**src/rtl/lc3_control_if.sv**
```systemverilog
`default_nettype none
// +--------------------------------------------------------------------+
// | lc3_control_if : LC-3 controller <-> datapath control bundle (r1.0) |
// +--------------------------------------------------------------------+
interface lc3_control_if;
   logic [15:0] IR;
   logic        N, Z, P;
   logic        enaMARM, enaPC, enaMDR, enaALU;
   logic        ldPC, ldIR, ldMAR, ldMDR;
   logic        regWE, flagWE, memWE;
   logic [1:0]  selPC;
   logic        selEAB1;
   logic [1:0]  selEAB2;
   logic        selMAR, selMDR;
   logic [1:0]  ALUctrl;
   logic [2:0]  DR, SR1, SR2;
   logic        instr_done;

   modport master (
      input  IR, N, Z, P,
      output enaMARM, enaPC, enaMDR, enaALU,
      output ldPC, ldIR, ldMAR, ldMDR,
      output regWE, flagWE, memWE,
      output selPC, selEAB1, selEAB2, selMAR, selMDR, ALUctrl,
      output DR, SR1, SR2, instr_done
   );

   modport slave (
      output IR, N, Z, P,
      input  enaMARM, enaPC, enaMDR, enaALU,
      input  ldPC, ldIR, ldMAR, ldMDR,
      input  regWE, flagWE, memWE,
      input  selPC, selEAB1, selEAB2, selMAR, selMDR, ALUctrl,
      input  DR, SR1, SR2, instr_done
   );
endinterface
`default_nettype wire

```
**src/rtl/lc3_control.sv**
```systemverilog
`default_nettype none
// +--------------------------------------------------------------------+
// | lc3_control : multi-cycle fetch/decode/execute FSM for LC-3 (r1.0)  |
// +--------------------------------------------------------------------+
module lc3_control #(
   parameter int MEM_LAT = 1
) (
   input  wire logic         clk,
   input  wire logic         rst,
   lc3_control_if.master     bus
);
   typedef enum logic [3:0] {
      S_F0, S_F1, S_F2, S_DEC, S_ALU, S_LEA, S_BR, S_JMP,
      S_J0, S_J1, S_EA, S_RD, S_WB, S_SM, S_WR
   } state_t;

   localparam logic [3:0] LAT_M1 = 4'(MEM_LAT - 1);

   state_t     state, state_nxt;
   logic [3:0] wait_cnt;
   logic       wait_done;
   logic       taken;
   logic [3:0] opcode;

   assign opcode    = bus.IR[15:12];
   assign wait_done = (wait_cnt == 4'd0);
   assign taken     = (bus.IR[11] & bus.N) | (bus.IR[10] & bus.Z) | (bus.IR[9] & bus.P);

   // The counter is preloaded as a memory state is entered, so the state
   // lasts exactly MEM_LAT cycles.
   always_ff @(posedge clk) begin
      if (rst) begin
         state    <= S_F0;
         wait_cnt <= 4'd0;
      end else begin
         state <= state_nxt;
         if ((state_nxt != state) &&
             (state_nxt == S_F1 || state_nxt == S_RD || state_nxt == S_WR))
            wait_cnt <= LAT_M1;
         else if (!wait_done)
            wait_cnt <= wait_cnt - 4'd1;
      end
   end

   always_comb begin
      state_nxt = state;
      case (state)
         S_F0:  state_nxt = S_F1;
         S_F1:  if (wait_done) state_nxt = S_F2;
         S_F2:  state_nxt = S_DEC;
         S_DEC: begin
            case (opcode)
               4'b0001, 4'b0101, 4'b1001:          state_nxt = S_ALU;
               4'b1110:                            state_nxt = S_LEA;
               4'b0000:                            state_nxt = S_BR;
               4'b1100:                            state_nxt = S_JMP;
               4'b0100:                            state_nxt = S_J0;
               4'b0010, 4'b0110, 4'b0011, 4'b0111: state_nxt = S_EA;
               default:                            state_nxt = S_F0;
            endcase
         end
         S_J0:  state_nxt = S_J1;
         S_EA:  state_nxt = opcode[0] ? S_SM : S_RD;
         S_RD:  if (wait_done) state_nxt = S_WB;
         S_SM:  state_nxt = S_WR;
         S_WR:  if (wait_done) state_nxt = S_F0;
         default: state_nxt = S_F0;
      endcase
   end

   // Outputs are zeroed combinationally while rst is high so an aborted
   // store or writeback cannot leak a strobe.
   always_comb begin
      bus.enaMARM    = 1'b0;
      bus.enaPC      = 1'b0;
      bus.enaMDR     = 1'b0;
      bus.enaALU     = 1'b0;
      bus.ldPC       = 1'b0;
      bus.ldIR       = 1'b0;
      bus.ldMAR      = 1'b0;
      bus.ldMDR      = 1'b0;
      bus.regWE      = 1'b0;
      bus.flagWE     = 1'b0;
      bus.memWE      = 1'b0;
      bus.selPC      = 2'd0;
      bus.selEAB1    = 1'b0;
      bus.selEAB2    = 2'd0;
      bus.selMAR     = 1'b0;
      bus.selMDR     = 1'b0;
      bus.ALUctrl    = 2'd0;
      bus.DR         = 3'd0;
      bus.SR1        = 3'd0;
      bus.SR2        = 3'd0;
      bus.instr_done = 1'b0;
      if (!rst) begin
         bus.DR  = bus.IR[11:9];
         bus.SR1 = bus.IR[8:6];
         bus.SR2 = bus.IR[2:0];
         case (state)
            S_F0: begin
               bus.enaPC = 1'b1;
               bus.ldMAR = 1'b1;
               bus.ldPC  = 1'b1;
            end
            S_F1, S_RD: begin
               bus.selMDR = 1'b1;
               bus.ldMDR  = wait_done;
            end
            S_F2: begin
               bus.enaMDR = 1'b1;
               bus.ldIR   = 1'b1;
            end
            S_DEC: bus.instr_done = (state_nxt == S_F0);
            S_ALU: begin
               bus.enaALU     = 1'b1;
               bus.regWE      = 1'b1;
               bus.flagWE     = 1'b1;
               bus.instr_done = 1'b1;
               case (opcode)
                  4'b0101: bus.ALUctrl = 2'd1;
                  4'b1001: bus.ALUctrl = 2'd2;
                  default: bus.ALUctrl = 2'd0;
               endcase
            end
            S_LEA: begin
               bus.selEAB2    = 2'd2;
               bus.enaMARM    = 1'b1;
               bus.regWE      = 1'b1;
               bus.flagWE     = 1'b1;
               bus.instr_done = 1'b1;
            end
            S_BR: begin
               bus.selEAB2    = 2'd2;
               bus.selPC      = 2'd1;
               bus.ldPC       = taken;
               bus.instr_done = 1'b1;
            end
            S_JMP: begin
               bus.selEAB1    = 1'b1;
               bus.selPC      = 2'd1;
               bus.ldPC       = 1'b1;
               bus.instr_done = 1'b1;
            end
            S_J0: begin
               bus.enaPC = 1'b1;
               bus.regWE = 1'b1;
               bus.DR    = 3'd7;
            end
            S_J1: begin
               bus.selPC      = 2'd1;
               bus.ldPC       = 1'b1;
               bus.instr_done = 1'b1;
               if (bus.IR[11]) bus.selEAB2 = 2'd3;
               else            bus.selEAB1 = 1'b1;
            end
            S_EA: begin
               bus.enaMARM = 1'b1;
               bus.ldMAR   = 1'b1;
               if (opcode[2]) begin
                  bus.selEAB1 = 1'b1;
                  bus.selEAB2 = 2'd1;
               end else begin
                  bus.selEAB2 = 2'd2;
               end
            end
            S_WB: begin
               bus.enaMDR     = 1'b1;
               bus.regWE      = 1'b1;
               bus.flagWE     = 1'b1;
               bus.instr_done = 1'b1;
            end
            S_SM: begin
               bus.SR1     = bus.IR[11:9];
               bus.ALUctrl = 2'd3;
               bus.enaALU  = 1'b1;
               bus.ldMDR   = 1'b1;
            end
            S_WR: begin
               bus.memWE      = 1'b1;
               bus.instr_done = wait_done;
            end
            default: ;
         endcase
      end
   end
endmodule
`default_nettype wire

```
**src/flat_wrapper.sv**
```systemverilog
// flat-port wrapper written by rule: the top's interface ports become plain ports
module lc3_control_flat 
#(
   parameter int MEM_LAT = 1
)
  (clk, rst, bus_IR, bus_N, bus_Z, bus_P, bus_enaMARM, bus_enaPC, bus_enaMDR, bus_enaALU, bus_ldPC, bus_ldIR, bus_ldMAR, bus_ldMDR, bus_regWE, bus_flagWE, bus_memWE, bus_selPC, bus_selEAB1, bus_selEAB2, bus_selMAR, bus_selMDR, bus_ALUctrl, bus_DR, bus_SR1, bus_SR2, bus_instr_done);
  lc3_control_if bus_i ();
  input  wire logic clk;
  input  wire logic rst;
  input wire logic [$bits(bus_i.IR)-1:0] bus_IR;
  input wire logic [$bits(bus_i.N)-1:0] bus_N;
  input wire logic [$bits(bus_i.Z)-1:0] bus_Z;
  input wire logic [$bits(bus_i.P)-1:0] bus_P;
  output wire logic [$bits(bus_i.enaMARM)-1:0] bus_enaMARM;
  output wire logic [$bits(bus_i.enaPC)-1:0] bus_enaPC;
  output wire logic [$bits(bus_i.enaMDR)-1:0] bus_enaMDR;
  output wire logic [$bits(bus_i.enaALU)-1:0] bus_enaALU;
  output wire logic [$bits(bus_i.ldPC)-1:0] bus_ldPC;
  output wire logic [$bits(bus_i.ldIR)-1:0] bus_ldIR;
  output wire logic [$bits(bus_i.ldMAR)-1:0] bus_ldMAR;
  output wire logic [$bits(bus_i.ldMDR)-1:0] bus_ldMDR;
  output wire logic [$bits(bus_i.regWE)-1:0] bus_regWE;
  output wire logic [$bits(bus_i.flagWE)-1:0] bus_flagWE;
  output wire logic [$bits(bus_i.memWE)-1:0] bus_memWE;
  output wire logic [$bits(bus_i.selPC)-1:0] bus_selPC;
  output wire logic [$bits(bus_i.selEAB1)-1:0] bus_selEAB1;
  output wire logic [$bits(bus_i.selEAB2)-1:0] bus_selEAB2;
  output wire logic [$bits(bus_i.selMAR)-1:0] bus_selMAR;
  output wire logic [$bits(bus_i.selMDR)-1:0] bus_selMDR;
  output wire logic [$bits(bus_i.ALUctrl)-1:0] bus_ALUctrl;
  output wire logic [$bits(bus_i.DR)-1:0] bus_DR;
  output wire logic [$bits(bus_i.SR1)-1:0] bus_SR1;
  output wire logic [$bits(bus_i.SR2)-1:0] bus_SR2;
  output wire logic [$bits(bus_i.instr_done)-1:0] bus_instr_done;
  assign bus_i.IR = bus_IR;
  assign bus_i.N = bus_N;
  assign bus_i.Z = bus_Z;
  assign bus_i.P = bus_P;
  assign bus_enaMARM = bus_i.enaMARM;
  assign bus_enaPC = bus_i.enaPC;
  assign bus_enaMDR = bus_i.enaMDR;
  assign bus_enaALU = bus_i.enaALU;
  assign bus_ldPC = bus_i.ldPC;
  assign bus_ldIR = bus_i.ldIR;
  assign bus_ldMAR = bus_i.ldMAR;
  assign bus_ldMDR = bus_i.ldMDR;
  assign bus_regWE = bus_i.regWE;
  assign bus_flagWE = bus_i.flagWE;
  assign bus_memWE = bus_i.memWE;
  assign bus_selPC = bus_i.selPC;
  assign bus_selEAB1 = bus_i.selEAB1;
  assign bus_selEAB2 = bus_i.selEAB2;
  assign bus_selMAR = bus_i.selMAR;
  assign bus_selMDR = bus_i.selMDR;
  assign bus_ALUctrl = bus_i.ALUctrl;
  assign bus_DR = bus_i.DR;
  assign bus_SR1 = bus_i.SR1;
  assign bus_SR2 = bus_i.SR2;
  assign bus_instr_done = bus_i.instr_done;
  lc3_control #(.MEM_LAT(MEM_LAT)) u_core (.clk(clk), .rst(rst), .bus(bus_i));
endmodule
```
**config.mk**
```make
export PLATFORM = sky130hd
export DESIGN_NAME = lc3_control_flat
export DESIGN_NICKNAME = d
export VERILOG_FILES = /design/src/rtl/lc3_control_if.sv /design/src/rtl/lc3_control.sv /design/src/flat_wrapper.sv
export SDC_FILE = /design/constraint.sdc
export NUM_CORES = 1
export LEC_CHECK = 0
export CORE_ASPECT_RATIO = 1.25
export CORE_UTILIZATION = 41
export CTS_CLUSTER_DIAMETER = 150
export DETAILED_ROUTE_END_ITERATION = 8
export PLACE_DENSITY = 0.8
export SYNTH_ARGS = -nofsm -noshare
export SYNTH_HDL_FRONTEND = slang
export SYNTH_SLANG_ARGS = --single-unit
export TNS_END_PERCENT = 1
```
**constraint.sdc**
```tcl
create_clock -name clk -period 2 [get_ports clk]
set_clock_uncertainty 0.1 [all_clocks]
set_input_delay 0.2 -clock clk [delete_from_list [all_inputs] [get_ports clk]]
set_output_delay 0.2 -clock clk [all_outputs]
set_load 0.02 [all_outputs]
```
==> flow_summary.yaml <==
placement:
  dpl.cell_count: 264
  place_ws_ns: -0.408
  io_buffers: 45
  placed_area_um2: 1810
  place.gp.congestion: 0.857
  dp_hpwl_um: 2950
cts:
  clk_pin_slew_ns: 0.06
  numCtsBuffers: 3
  clock_path_buffers: 2
  clkLatencyLatePin_ns: 0.26
  h-tree-depth: 1
  clockRootBuffer: "clkbuf_4"
  cts_tree: "yes"
  numClockSinks: 8
sta:
  fin_crit_sh: 1.03
  post-route-min-period_ns: 2.06
  setup_ws_ns: -0.0589
  report.final.slew_viol_count: 0
  holdWs_ns: 0.508
  hold_violations: 0
  report.final.setup_viol: 1
  rsz0062_at_grt: "yes"
  max_freq_ghz: 0.486
floorplan:
  rows: 20
  fp.dieW_um: 47.7
  start_util: 0.436
  core_region_area_um2: 2450
  dieArea_um2: 2820
  dieHeight_um: 59.1
  pin_count: 51
pwr:
  p_per_area_nw_per_um2: 326
  switching_share: 0.361
  p_int_w: 0.000383
  ir_worst_vdd_v: 0.000234
  p_leak_nw: 0.868
  power.switching_w: 0.000216
  p_clk_frac: 0.211
  pwr-share-comb: 0.503
  seq_power_share: 0.286
finish:
  final_util: 0.748
  final_net_count: 258
  drive_above_1_share: 0.355
  finalInstanceArea_um2: 1840
  antenna_cells: 0
  stdcell_count: 267
  syn2layout_area_growth_pct: 71.6
global_routing:
  grt_pass1_wl_um: 5800
  grt_max_degree: 14
  grt_usage: 0.279
  grt.overflow.total: 0
  antenna_found_initial: 0
  grt_pass1_vias: 1390
critical_path:
  crit_path_max_fanout: 5
  crit_chain: "inv_2, ha_4, or3b_4, a21oi_2, nor2b_1, o32ai_2, buf_4"
  crit_slowest_cell: "or3b_4"
  criticalPathCategory: "reg2out"
  crit_path_start_kind: "flip-flop"
  worstPathRequired_ns: 1.70
  critPathTopFamily: "simple AND/OR/NAND/NOR gates"
  slowest_delay_ns: 0.41
  cp-end-kind: "primary output"
  cp.arrival_ns: 1.76
  worst-path-buf-inv: 2
synthesis:
  synth_area_leaders: "dfxtp_1 15%, nor2_1 9.5%, a21oi_1 6.1%, nor2b_1 5.8%, buf_2 5.6%"
  yosys.area.top_type: "dfxtp_1"
  synth_edf_count: 0
  synth-seq-area-share: 0.150
  synth-seq-cells: 8
  synth.cell_area_um2: 1070
  ys_async_sr_fraction: 0
  syn_avg_cell_area_um2: 6.77
  synth.distinct_cells: 49
  synth_top_area_share: 0.150
  synthCells: 158
  yosys_warnings: 0
  synth_ff_type: "dfxtp_1"
route:
  dr.pass1.iters: 4
  drt_iter0_markers: 38
  ant_nets: 0
  vias: 1468
  viasPerCell: 5.50
  routedWlPerCell_um: 14.2
  drc: 0
  wirelength_um: 3780
min_path:
  hold_class: "reg2reg"
run_status:
  violations: "negative setup slack"
  outcome: "finished, violations left"
flow_run:
  maxCapViolations: 0
==> placed cells by master, fill, tap and decap left out, drive strengths merged, types with 2 or more instances in the layout <==
master	count
buf	49
nor2	27
clkdlybuf4s50	17
dlygate4sd2	13
a21oi	13
clkbuf	10
nor2b	10
nor3	8
nand2	8
dfxtp	8
mux2i	6
inv	6
nand3	5
nand2b	4
a22oi	4
xnor2	3
a211oi	3
o21ai	3
a31oi	2
o2bb2ai	2
a32oi	2
conb	2
clkdlybuf4s15	2
dlymetal6s2s	2
nor4	2
==> kinds of logic (layout without fill, tap and decap cells) <==
group                      after synthesis  in the layout  synth area share
DFF                                      8              8             0.150
muxes                                    6              6            0.0561
AOI/OAI and AO/OA                       39             39             0.266
adders and majority gates                1              1            0.0117
buffers and inverters                   24             99             0.105
other                                    1              2           0.00351
xor gates and xnor gates                 3              3            0.0246
and+or+nand+nor                         76             76             0.384
==> cell usage after synthesis, types with 3 or more instances <==
library cell / number
a22oi_1: 4
inv_1: 4
nor3_1: 8
buf_2: 12
nand2b_1: 4
a21oi_1: 13
clkbuf_1: 4
a211oi_1: 3
xnor2_1: 3
nor2_1: 27
nand3_1: 4
nor2b_1: 10
nand2_1: 8
mux2i_1: 6
dfxtp_1: 8
==> what timing repair did <==
item	in CTS	in global routing
pin swaps	3	1
hold buffers	0	0
resized for setup	59	23
cloned	0	0
buffers inserted	0	0
setup endpoints to repair	27	18
==> stage by stage <==
stage / setup TNS, ns / total power (W)
finish: -0.0589 / 0.000599
floorplan: 0 / 0.000331
global placement: -3.13 / 0.000473
global route: -0.301 / 0.000632
detailed placement: -3.91 / 0.000479
CTS: -0.329 / 0.000600
==> area by class of cell <==
cell class                 count  area (µm²)
tap                           33        41.3
fill                         206         617
inverter                       6        22.5
sequential                     8         173
timing repair buffer          90         733
multi-input combinational    127         843
clock buffer                   3        22.5
==> state kept, by name (all words and copies together) (netlist names) <==
register	count
u_core.state	4
u_core.wait_cnt	4
==> layer usage <==
layer  GRT usage  up-vias  wire length [µm]
met5           0        -                 0
met4       0.123        0                68
met3      0.0213        7               147
met2       0.473       54              1950
met1       0.344      693              1610
li1            -      714                 -
==> path summary, 6_finish.rpt <==
kind / end / cells past startpoint / slack (ns) / from
max: bus_instr_done / 7 / -0.06 / u_core.wait_cnt[0]
min: u_core.state[3] / 2 / 0.51 / u_core.state[3]
max reg2reg: u_core.state[0] / 7 / 0.24 / u_core.wait_cnt[0]
min reg2reg: u_core.state[3] / 2 / 0.51 / u_core.state[3]
==> power by group through the flow <==
stage / registers, W / logic, W / clock network [W]
global placement: 0.000174 / 0.000299 / 0
floorplan: 0.000169 / 0.000162 / 0
detailed placement: 0.000174 / 0.000305 / 0
global route: 0.000172 / 0.000325 / 0.000135
finish: 0.000171 / 0.000301 / 0.000126
CTS: 0.000171 / 0.000297 / 0.000131
==> worst register-to-register path: cells and delay by family (launching register included) <==
kind | cells | cell delay, ns
multiplexers | 1 | 0.12
adder cells (fa/ha/maj) | 1 | 0.15
AND/OR/NAND/NOR | 2 | 0.60
buffers and inverters | 2 | 0.24
AO/OA/AOI/OAI | 1 | 0.12
flip-flops | 1 | 0.32
Power figures use the tool's default switching activity.
